### src/rtl/token_fsm_if.sv
// Character-stream bus for token_fsm: input side (valid/char/clear) and the
// registered token status that comes back.
`timescale 1ns/1ps
interface token_fsm_if #(
  parameter int LEN_W = 6,
  parameter int CNT_W = 16
);
  logic             in_valid;
  logic [7:0]       in_char;
  logic             cnt_clr;
  logic             match;
  logic             tok_done;
  logic [LEN_W-1:0] tok_len;
  logic [CNT_W-1:0] tok_count;
  logic             overflow;

  modport master (
    output in_valid, in_char, cnt_clr,
    input  match, tok_done, tok_len, tok_count, overflow
  );

  modport slave (
    input  in_valid, in_char, cnt_clr,
    output match, tok_done, tok_len, tok_count, overflow
  );
endinterface

### src/rtl/token_fsm.sv
// Streaming tokenizer: classifies one ASCII character per valid cycle and
// flags matches, completed tokens, token length/count and over-long tokens.
`timescale 1ns/1ps
module token_fsm #(
  parameter int MODE    = 0,
  parameter int MAX_LEN = 32,
  parameter int LEN_W   = 6,
  parameter int CNT_W   = 16
) (
  input  logic       clk,
  input  logic       rst_n,
  token_fsm_if.slave bus
);
  typedef enum logic [2:0] {
    S_IDLE  = 3'd0,
    S_ALPHA = 3'd1,
    S_DIGIT = 3'd2,
    S_IDENT = 3'd3,
    S_SKIP  = 3'd4
  } state_t;

  localparam logic [LEN_W-1:0] LEN_MAX = LEN_W'(MAX_LEN);
  localparam logic [LEN_W-1:0] LEN_ONE = LEN_W'(1);

  state_t           r_state, w_state_nxt;
  logic [LEN_W-1:0] r_len, w_len_nxt;
  logic [CNT_W-1:0] r_cnt;
  logic             r_match, r_done, r_ovf;
  logic             w_done_nxt, w_ovf_nxt;
  logic             w_alpha, w_digit, w_us, w_tok, w_start, w_full;

  // Underscore only belongs to the identifier grammar; in MODE 0 it delimits.
  assign w_alpha = ((bus.in_char >= 8'h41) && (bus.in_char <= 8'h5A)) ||
                   ((bus.in_char >= 8'h61) && (bus.in_char <= 8'h7A));
  assign w_digit = (bus.in_char >= 8'h30) && (bus.in_char <= 8'h39);
  assign w_us    = (MODE == 1) && (bus.in_char == 8'h5F);
  assign w_tok   = w_alpha || w_digit || w_us;
  assign w_start = w_alpha || w_us;
  assign w_full  = (r_len >= LEN_MAX);

  always_comb begin
    w_state_nxt = r_state;
    w_len_nxt   = r_len;
    w_done_nxt  = 1'b0;
    w_ovf_nxt   = 1'b0;
    case (r_state)
      S_IDLE: begin
        if (bus.in_valid && w_start) begin
          w_state_nxt = (MODE == 1) ? S_IDENT : S_ALPHA;
          w_len_nxt   = LEN_ONE;
        end
      end
      S_ALPHA, S_DIGIT, S_IDENT: begin
        if (bus.in_valid) begin
          if (w_tok) begin
            if (w_full) begin
              w_state_nxt = S_SKIP;
              w_ovf_nxt   = 1'b1;
            end else begin
              w_len_nxt = r_len + LEN_ONE;
              if (MODE == 1)    w_state_nxt = S_IDENT;
              else if (w_digit) w_state_nxt = S_DIGIT;
              else              w_state_nxt = S_ALPHA;
            end
          end else begin
            // Only a token already in an accepting state completes on delimiter.
            w_state_nxt = S_IDLE;
            w_done_nxt  = (r_state == S_DIGIT) || (r_state == S_IDENT);
          end
        end
      end
      S_SKIP: begin
        if (bus.in_valid && !w_tok) w_state_nxt = S_IDLE;
      end
      default: w_state_nxt = S_IDLE;
    endcase
  end

  always_ff @(posedge clk or negedge rst_n) begin
    if (!rst_n) begin
      r_state <= S_IDLE;
      r_len   <= '0;
      r_match <= 1'b0;
      r_done  <= 1'b0;
      r_ovf   <= 1'b0;
    end else begin
      r_state <= w_state_nxt;
      r_len   <= w_len_nxt;
      r_match <= (w_state_nxt == S_DIGIT) || (w_state_nxt == S_IDENT);
      r_done  <= w_done_nxt;
      r_ovf   <= w_ovf_nxt;
    end
  end

  // Clear beats a coincident completion; the count wraps naturally.
  always_ff @(posedge clk or negedge rst_n) begin
    if (!rst_n)            r_cnt <= '0;
    else if (bus.cnt_clr)  r_cnt <= '0;
    else if (w_done_nxt)   r_cnt <= r_cnt + CNT_W'(1);
  end

  assign bus.match     = r_match;
  assign bus.tok_done  = r_done;
  assign bus.tok_len   = r_len;
  assign bus.tok_count = r_cnt;
  assign bus.overflow  = r_ovf;
endmodule
### src/flat_wrapper.sv
// flat-port wrapper written by rule: the top's interface ports become plain ports
module token_fsm_flat 
#(
  parameter int MODE    = 0,
  parameter int MAX_LEN = 32,
  parameter int LEN_W   = 6,
  parameter int CNT_W   = 16
)
  (clk, rst_n, bus_in_valid, bus_in_char, bus_cnt_clr, bus_match, bus_tok_done, bus_tok_len, bus_tok_count, bus_overflow);
  token_fsm_if #(.LEN_W(LEN_W), .CNT_W(CNT_W)) bus_i ();
  input  logic clk;
  input  logic rst_n;
  input wire logic [$bits(bus_i.in_valid)-1:0] bus_in_valid;
  input wire logic [$bits(bus_i.in_char)-1:0] bus_in_char;
  input wire logic [$bits(bus_i.cnt_clr)-1:0] bus_cnt_clr;
  output wire logic [$bits(bus_i.match)-1:0] bus_match;
  output wire logic [$bits(bus_i.tok_done)-1:0] bus_tok_done;
  output wire logic [$bits(bus_i.tok_len)-1:0] bus_tok_len;
  output wire logic [$bits(bus_i.tok_count)-1:0] bus_tok_count;
  output wire logic [$bits(bus_i.overflow)-1:0] bus_overflow;
  assign bus_i.in_valid = bus_in_valid;
  assign bus_i.in_char = bus_in_char;
  assign bus_i.cnt_clr = bus_cnt_clr;
  assign bus_match = bus_i.match;
  assign bus_tok_done = bus_i.tok_done;
  assign bus_tok_len = bus_i.tok_len;
  assign bus_tok_count = bus_i.tok_count;
  assign bus_overflow = bus_i.overflow;
  token_fsm #(.MODE(MODE), .MAX_LEN(MAX_LEN), .LEN_W(LEN_W), .CNT_W(CNT_W)) u_core (.clk(clk), .rst_n(rst_n), .bus(bus_i));
endmodule
### config.mk
export PLATFORM = sky130hd
export DESIGN_NAME = token_fsm_flat
export DESIGN_NICKNAME = d
export VERILOG_FILES = /design/src/rtl/token_fsm_if.sv /design/src/rtl/token_fsm.sv /design/src/flat_wrapper.sv
export SDC_FILE = /design/constraint.sdc
export NUM_CORES = 1
export LEC_CHECK = 0
export BUFFER_PORTS_ARGS = -buffer_cell sky130_fd_sc_hd__buf_2
export CAP_MARGIN = 10
export CORE_MARGIN = 2
export CORE_UTILIZATION = 30
export CTS_BUF_LIST = sky130_fd_sc_hd__clkbuf_16
export CTS_CLUSTER_SIZE = 24
export DETAILED_ROUTE_END_ITERATION = 12
export HOLD_SLACK_MARGIN = 0.12
export REMOVE_ABC_BUFFERS = 1
export SLEW_MARGIN = 20
export SYNTH_ARGS = -nofsm -noshare
export SYNTH_HDL_FRONTEND = slang
export SYNTH_SLANG_ARGS = --single-unit
### constraint.sdc
create_clock -name clk -period 2.97 [get_ports clk]
set_input_delay 0.297 -clock clk [delete_from_list [all_inputs] [get_ports clk]]
set_output_delay 0.297 -clock clk [all_outputs]
set_load 0.05 [all_outputs]
==> results of run 1 <==
## cells in the mapped netlist (2+ instances only)
| library cell | number | share of area |
|---|---|---|
| or4_1 | 3 | 0.014 |
| nor3_1 | 5 | 0.016 |
| or3_1 | 6 | 0.024 |
| nor2_1 | 16 | 0.038 |
| dfrtp_1 | 28 | 0.45 |
| o21ai_1 | 5 | 0.016 |
| nand2_1 | 15 | 0.036 |
| inv_1 | 6 | 0.014 |
| and3_1 | 2 | 0.0079 |
| o22ai_1 | 2 | 0.0079 |
| a211oi_1 | 3 | 0.014 |
| o211ai_1 | 2 | 0.0095 |
| ha_1 | 3 | 0.024 |
| xor2_1 | 7 | 0.039 |
| nor2b_1 | 4 | 0.016 |
| clkbuf_1 | 3 | 0.0072 |
| o21ai_0 | 5 | 0.016 |
| nand3_1 | 7 | 0.022 |
| o21ai_2 | 2 | 0.011 |
| a21oi_1 | 10 | 0.032 |
| o2111ai_1 | 4 | 0.022 |
| or2_1 | 3 | 0.012 |
| nand4_1 | 3 | 0.012 |
| nand4b_1 | 2 | 0.011 |
## sequential cells by signal (all words and copies together) (netlist names)
name and cells:
u_core.bus.match 1, u_core.bus.overflow 1, u_core.bus.tok_count 16, u_core.bus.tok_done 1, u_core.bus.tok_len 6, u_core.r_state 3
## what timing repair did
| item | 4_1_cts | 5_1_grt |
|---|---|---|
| resized for setup | 0 | 0 |
| endpoints found under the hold margin | 28 | 0 |
| hold buffers | 1 | 0 |
| setup endpoints to repair | 0 | 0 |
## through the flow
stage / cells / cell area [µm²] / total power, mW
6_report: 271 / 1904 / 0.8091
5_1_grt: 271 / 1904 / 0.8489
4_1_cts: 271 / 1904 / 0.8195
3_5_place_dp: 267 / 1819 / 0.5140
3_3_place_gp: 267 / 1819 / 0.5138
2_1_floorplan: 161 / 1551 / 0.4728
## worst paths after layout
kind | startpoint | end | slack [ps] | cells past startpoint
worst max register to register | u_core.r_state[2]$_DFF_PN0_ | u_core.bus.tok_count[11]$_DFFE_PN0P_ | 960 | 5
max in group asynchronous | rst_n | u_core.bus.tok_count[10]$_DFFE_PN0P_ | 1950 | 2
worst min register to register | u_core.bus.tok_count[15]$_DFFE_PN0P_ | u_core.bus.tok_count[15]$_DFFE_PN0P_ | 560 | 2
min in group asynchronous | rst_n | u_core.bus.tok_len[1]$_DFFE_PN0P_ | 600 | 2
worst max-delay path | u_core.r_state[2]$_DFF_PN0_ | u_core.bus.tok_count[11]$_DFFE_PN0P_ | 960 | 5
worst min-delay path | bus_in_valid | u_core.r_state[1]$_DFF_PN0_ | 340 | 2
## final cells by class
class | instances | share of cell area
Tap cell | 70 | 0.04599
Timing Repair Buffer | 37 | 0.09987
Sequential cell | 28 | 0.3679
Multi-Input combinational cell | 127 | 0.4350
Clock buffer | 3 | 0.03942
Inverter | 6 | 0.01183
## report_power, final
part / switching (mW) / leakage (nW) / internal, mW
clock: 0.123 / 0.0370 / 0.179
sequential: 0.00945 / 0.388 / 0.390
combinational: 0.0792 / 0.431 / 0.0294
## logic make-up (layout without fill, tap and decap cells)
kind of cell	count (synthesis)	count (layout)
and+or+nand+nor	71	71
xor gates and xnor gates	8	8
buffers and inverters	11	46
AOI/OAI and AO/OA	43	43
muxes	2	2
adders and majority gates	3	3
DFF	28	28
## per-layer routing
metal | up-vias | GRT usage | share of wire | wire length, µm
met1 | 680 | 0.1964 | 0.49 | 1858
met4 | 0 | 0.06182 | 0.013 | 48
met3 | 4 | 0.02251 | 0.041 | 155
met5 | - | 0 | 0 | 0
li1 | 691 | - | - | -
met2 | 33 | 0.2080 | 0.45 | 1697
==> run_results.csv, run 1 <==
group,metric,value,unit
yosys,combinational_family_with_the_most_area_after_synthesis,"simple AND/OR/NAND/NOR gates",
worst_hold_path,hold_path.class,"input port to register",
finish,finish.utilization,0.3752,
timing,tns,0,ps
floorplan,rows,26,
finish,area.growth.synth_to_final,20.99,%
routing,drt_pass1_iterations,4,
critical_path,critPathMaxFanout,9,
critical_path,timing.critical_path.to_type,"register",
yosys,synth-seq-cells,28,
critical_path,crit_type,"register to register",
finish,final_stage_net_count,218,
clock_network,cts_num_sinks,28,
clock_network,clock_tree.root_cell,"clkbuf_16",
clock_network,max-clock-path-buffers,2,
clock_network,postCtsSetupBuffers,0,
timing,finalCriticalPeriod,2011,ps
clock_network,skew_pair_late_insertion_delay,260,ps
floorplan,io-pin-count,37,
timing,grt_setup_unrepaired,"false",
yosys,syn_inst,166,
floorplan,chip_width,76.44,µm
pwr,worst_ir_drop_on_vdd,0.1967,mV
clock_network,cts_buffers,3,
yosys,yosys_most_used_dff,"dfrtp_1",
yosys,synth-edff-count,0,
timing,finalWorstSetupSlack,958.7,ps
grt,first_pass_grt_wire_length,6713,µm
placed_design,gp_routability_congestion,0.8335,
critical_path,cp_slowest_cell,"or4_1",
status,run_status,"completed",
yosys,yosys.cell_types.count,44,
flow_run,maxCapViolCount,0,
timing,timing.final.crit_share,0.6772,
finish,antenna_cells,0,
critical_path,worstSetupStartpointType,"register",
routing,routed-via-count,1408,
routing,drt_drc,0,
finish,fillers,538,
finish,multi_input_area,828.3,µm²
grt,maximum_number_of_pins_on_one_net_before_global_route_repair,29,
routing,avgViaCountPerCell,5.196,
floorplan,die_height,76.44,µm
yosys,synthesis.area,1574,µm²
floorplan,floorplan.die_area,5842,µm²
routing,drt_iter0_markers,98,
finish,layout.area.seq,700.7,µm²
yosys,synth.yosys.warnings,0,
timing,slew_headroom,0.5718,
routing,wl_per_cell,13.87,µm
finish,layout.cells.most_common_list,"buf_2, dfrtp_1, nor2_1",
critical_path,timing.critical_path.cells,"nand2b_2 > a2111oi_4 > o21ai_2 > or4_1 > nand2_1",
timing,final-max-slew-violation-count,0,
routing,detail_route.wirelength,3760,µm
timing,setup_skew,1.286,ps
critical_path,critical_path_arrival,2210,ps
clock_network,clock_tree.htree_level_count,1,
clock_network,cts_tree,"done",
yosys,synth-compound-area-share,0.2067,
placed_design,place.detailed.hpwl,2705,µm
yosys,synth_xor_area_frac,0.04452,
timing,timing_hold_violations_final,0,
floorplan,initial_utilization,0.3102,
timing,final_setup_viols,0,
critical_path,required_time_at_the_worst_slack_endpoint,3170,ps
grt,initial_antenna_violation_count,0,
finish,final_common_cell,"buf_2",
critical_path,critical-path-top-delay-family,"simple AND/OR/NAND/NOR gates",
yosys,synthArstFlopShare,1.000,
yosys,synth_area_per_cell,9.482,µm²
clock_network,post_cts_clock_slew_at_the_launch_and_capture_registers_of_the_worst_setup_and_hold_paths,60,ps
pwr,pwr_density_cell,424.9,nW/µm²
placed_design,io_buffers,36,
yosys,yosys-mux-area-fraction,0.01351,
critical_path,worst-path-buf-inv,0,
placed_design,detailedPlace.worstSlack,798.8,ps
critical_path,slowest_delay,500,ps
yosys,synth_adder_area_share,0.02385,
timing,worst-slew-pin-transition,642.3,ps
floorplan,core,5075,µm²
grt,track_usage,0.1388,
timing,fmax,0.4972,GHz
grt,globalRouteOverflowTotal,0,
pwr,power.static_leakage,0.8564,nW
yosys,synth-simple-area-share,0.2377,
grt,number_of_global_route_vias_before_repair,1427,
timing,hold_ws,339.0,ps
finish,layout_cells_sized_above_1,0.2289,
yosys,synth.yosys.seq_area_share,0.4452,
routing,antenna_violating_nets_post_route,0,
Note: power is estimated with default switching activity, not from simulation.
==> run 2, diff against run 1 <==
Clock period 2.97 ns to 1.9 ns, I/O delays scaled along.
==> run 2 against run 1 <==
Effect of this change: register-to-register slack lost 790 ps; final area grew 7.5%; hold slack got worse by 120 ps; global-route usage up 0.42 points; die area stayed put; sequential power is 56% higher; clock power grew 110%; clock-buffer cell count unchanged; flip-flop and latch count is the same; power is 78% higher; wire length is 5.2% higher; combinational power grew 71%.
==> run_results.csv, run 2 (synthesis gave the netlist of run 1 again) <==
group,metric,value,unit
pwr,worst_ir_drop_on_vdd,0.3506,mV
floorplan,core,5075,µm²
finish,area.growth.synth_to_final,30.05,%
clock_network,post_cts_clock_slew_at_the_launch_and_capture_registers_of_the_worst_setup_and_hold_paths,70,ps
grt,number_of_global_route_vias_before_repair,1410,
clock_network,clock_tree.root_cell,"clkbuf_16",
finish,fillers,546,
clock_network,cts_tree,"done",
finish,final_stage_net_count,232,
finish,layout.cells.most_common_list,"buf_2, dfrtp_1, nor2_1",
critical_path,cpMostUsedCell,"nand2_1",
placed_design,detailedPlace.worstSlack,-0.5318,ps
routing,wl_per_cell,13.83,µm
critical_path,crit_path_end,"u_core.bus.tok_count[11]$_DFFE_PN0P_",
critical_path,crit_type,"register to register",
routing,detail_route.wirelength,3955,µm
clock_network,postCtsSetupBuffers,0,
worst_hold_path,hold_path.class,"input port to register",
routing,routed-via-count,1466,
timing,worst-slew-pin-transition,648.7,ps
critical_path,slowest_delay,480,ps
pwr,power.static_leakage,0.9402,nW
timing,finalCriticalPeriod,1733,ps
floorplan,die_height,76.44,µm
floorplan,floorplan.die_area,5842,µm²
grt,initial_antenna_violation_count,0,
critical_path,required_time_at_the_worst_slack_endpoint,2110,ps
timing,setup_skew,1.843,ps
routing,drt_drc,0,
critical_path,timing.critical_path.cells,"nand2_1 > a2111oi_4 > o21ai_4 > or4_1 > nand2_1",
timing,slew_headroom,0.5676,
clock_network,clock_tree.htree_level_count,1,
timing,grt_setup_unrepaired,"false",
grt,first_pass_grt_wire_length,6844,µm
timing,final-max-slew-violation-count,0,
routing,drt_pass1_iterations,5,
finish,layout_cells_sized_above_1,0.2824,
finish,multi_input_area,835.8,µm²
critical_path,worstSetupStartpointType,"register",
pwr,pwr_density_cell,704.0,nW/µm²
timing,fmax,0.5769,GHz
floorplan,rows,26,
routing,drt_iter0_markers,73,
critical_path,timing.reg2reg.setup_slack,170,ps
floorplan,chip_width,76.44,µm
finish,finish.utilization,0.4034,
placed_design,place.detailed.hpwl,2847,µm
critical_path,critPathLaunch,"u_core.bus.tok_count[0]$_DFFE_PN0P_",
grt,globalRouteOverflowTotal,0,
critical_path,timing.critical_path.to_type,"register",
finish,final_common_cell,"buf_2",
routing,avgViaCountPerCell,5.126,
critical_path,cp_slowest_cell,"or4_1",
timing,finalWorstSetupSlack,166.7,ps
status,run_status,"completed",
grt,maximum_number_of_pins_on_one_net_before_global_route_repair,29,
clock_network,skew_pair_late_insertion_delay,270,ps
timing,final_setup_viols,0,
critical_path,worstReg2RegStart,"u_core.bus.tok_count[0]$_DFFE_PN0P_",
routing,antenna_violating_nets_post_route,0,
placed_design,gp_routability_congestion,0.7920,
pwr,totalPowerFinal,1.441,mW
critical_path,timing.reg2reg.worst_path_depth,5,
critical_path,critPathMaxFanout,8,
timing,timing_hold_violations_final,0,
placed_design,io_buffers,36,
timing,timing.final.crit_share,0.9123,
critical_path,rr_endpoint,"u_core.bus.tok_count[11]$_DFFE_PN0P_",
finish,layout.area.seq,700.7,µm²
clock_network,max-clock-path-buffers,2,
clock_network,cts_buffers,3,
flow_run,maxCapViolCount,0,
finish,largest_register_ffs,16,
critical_path,critical_path_arrival,1940,ps
finish,antenna_cells,0,
clock_network,cts_num_sinks,28,
floorplan,io-pin-count,37,
floorplan,initial_utilization,0.3102,
grt,track_usage,0.1430,
## run 2: changes by cell type in the layout (fill, tap and decap cells not counted)
cell,delta
buf_4,+14
bufinv_16,+1
o21ai_2,-1
o21ai_4,+1
## run 2: power by group
| group | switching (mW) | internal, mW | leakage (nW) |
|---|---|---|---|
| Combinational | 0.128 | 0.0571 | 0.501 |
| Clock | 0.213 | 0.420 | 0.0511 |
| Sequential | 0.0133 | 0.609 | 0.388 |
| Total | 0.355 | 1.09 | 0.940 |
## run 2: cell type report
type                       count  share of cell area
clock buffer                   3             0.03667
clock inverter                 1             0.01467
inverter                       6             0.01100
multi-input combinational    127              0.4083
sequential                    28              0.3423
tap                           70             0.04279
timing repair buffer          51              0.1443
## run 2: what timing repair did
| action | 4_1_cts | 5_1_grt |
|---|---|---|
| hold buffers | 1 | 0 |
| endpoints found under the hold margin | 28 | 0 |
| resized for setup | 0 | 1 |
| endpoints found under the setup margin | 0 | 2 |
## run 2: metal layers
layer	up-vias	track usage	wire length (µm)
met5	-	0	0
met4	0	0.06000	84
met3	7	0.02488	151
met2	40	0.2186	1746
met1	698	0.1993	1972
li1	721	-	-
## run 2: worst max-delay path, delay by kind of cell (launching register included)
family             cells  cell delay, ps
DFF                    1             400
AOI/OAI and AO/OA      2             570
and+or+nand+nor        3             690
## run 2: per-stage QoR
stage | cell area [µm²] | hold slack [ps] | setup TNS (ps) | std cells
final | 2047 | 221.4 | 0 | 286
after global routing | 2047 | 228.4 | 0 | 286
after CTS | 2039 | 219.8 | 0 | 286
after detailed placement | 1924 | 258.7 | -0.5318 | 281
after global placement | 1924 | 257.9 | 0 | 281
after floorplan | 1551 | -105.6 | -128.1 | 161
## run 2: how the worst min path moves through the flow
stage	depth (start not counted)	slack (ps)	to	startpoint
3_3_place_gp	1	260	u_core.bus.tok_len[1]$_DFFE_PN0P_	rst_n
4_1_cts	2	220	u_core.r_state[1]$_DFF_PN0_	bus_in_valid
6_report	2	220	u_core.bus.match$_DFF_PN0_	bus_in_valid
5_1_grt	2	230	u_core.bus.match$_DFF_PN0_	bus_in_valid
2_1_floorplan	0	-110	u_core.bus.match$_DFF_PN0_	rst_n
3_5_place_dp	1	260	u_core.bus.tok_len[1]$_DFFE_PN0P_	rst_n
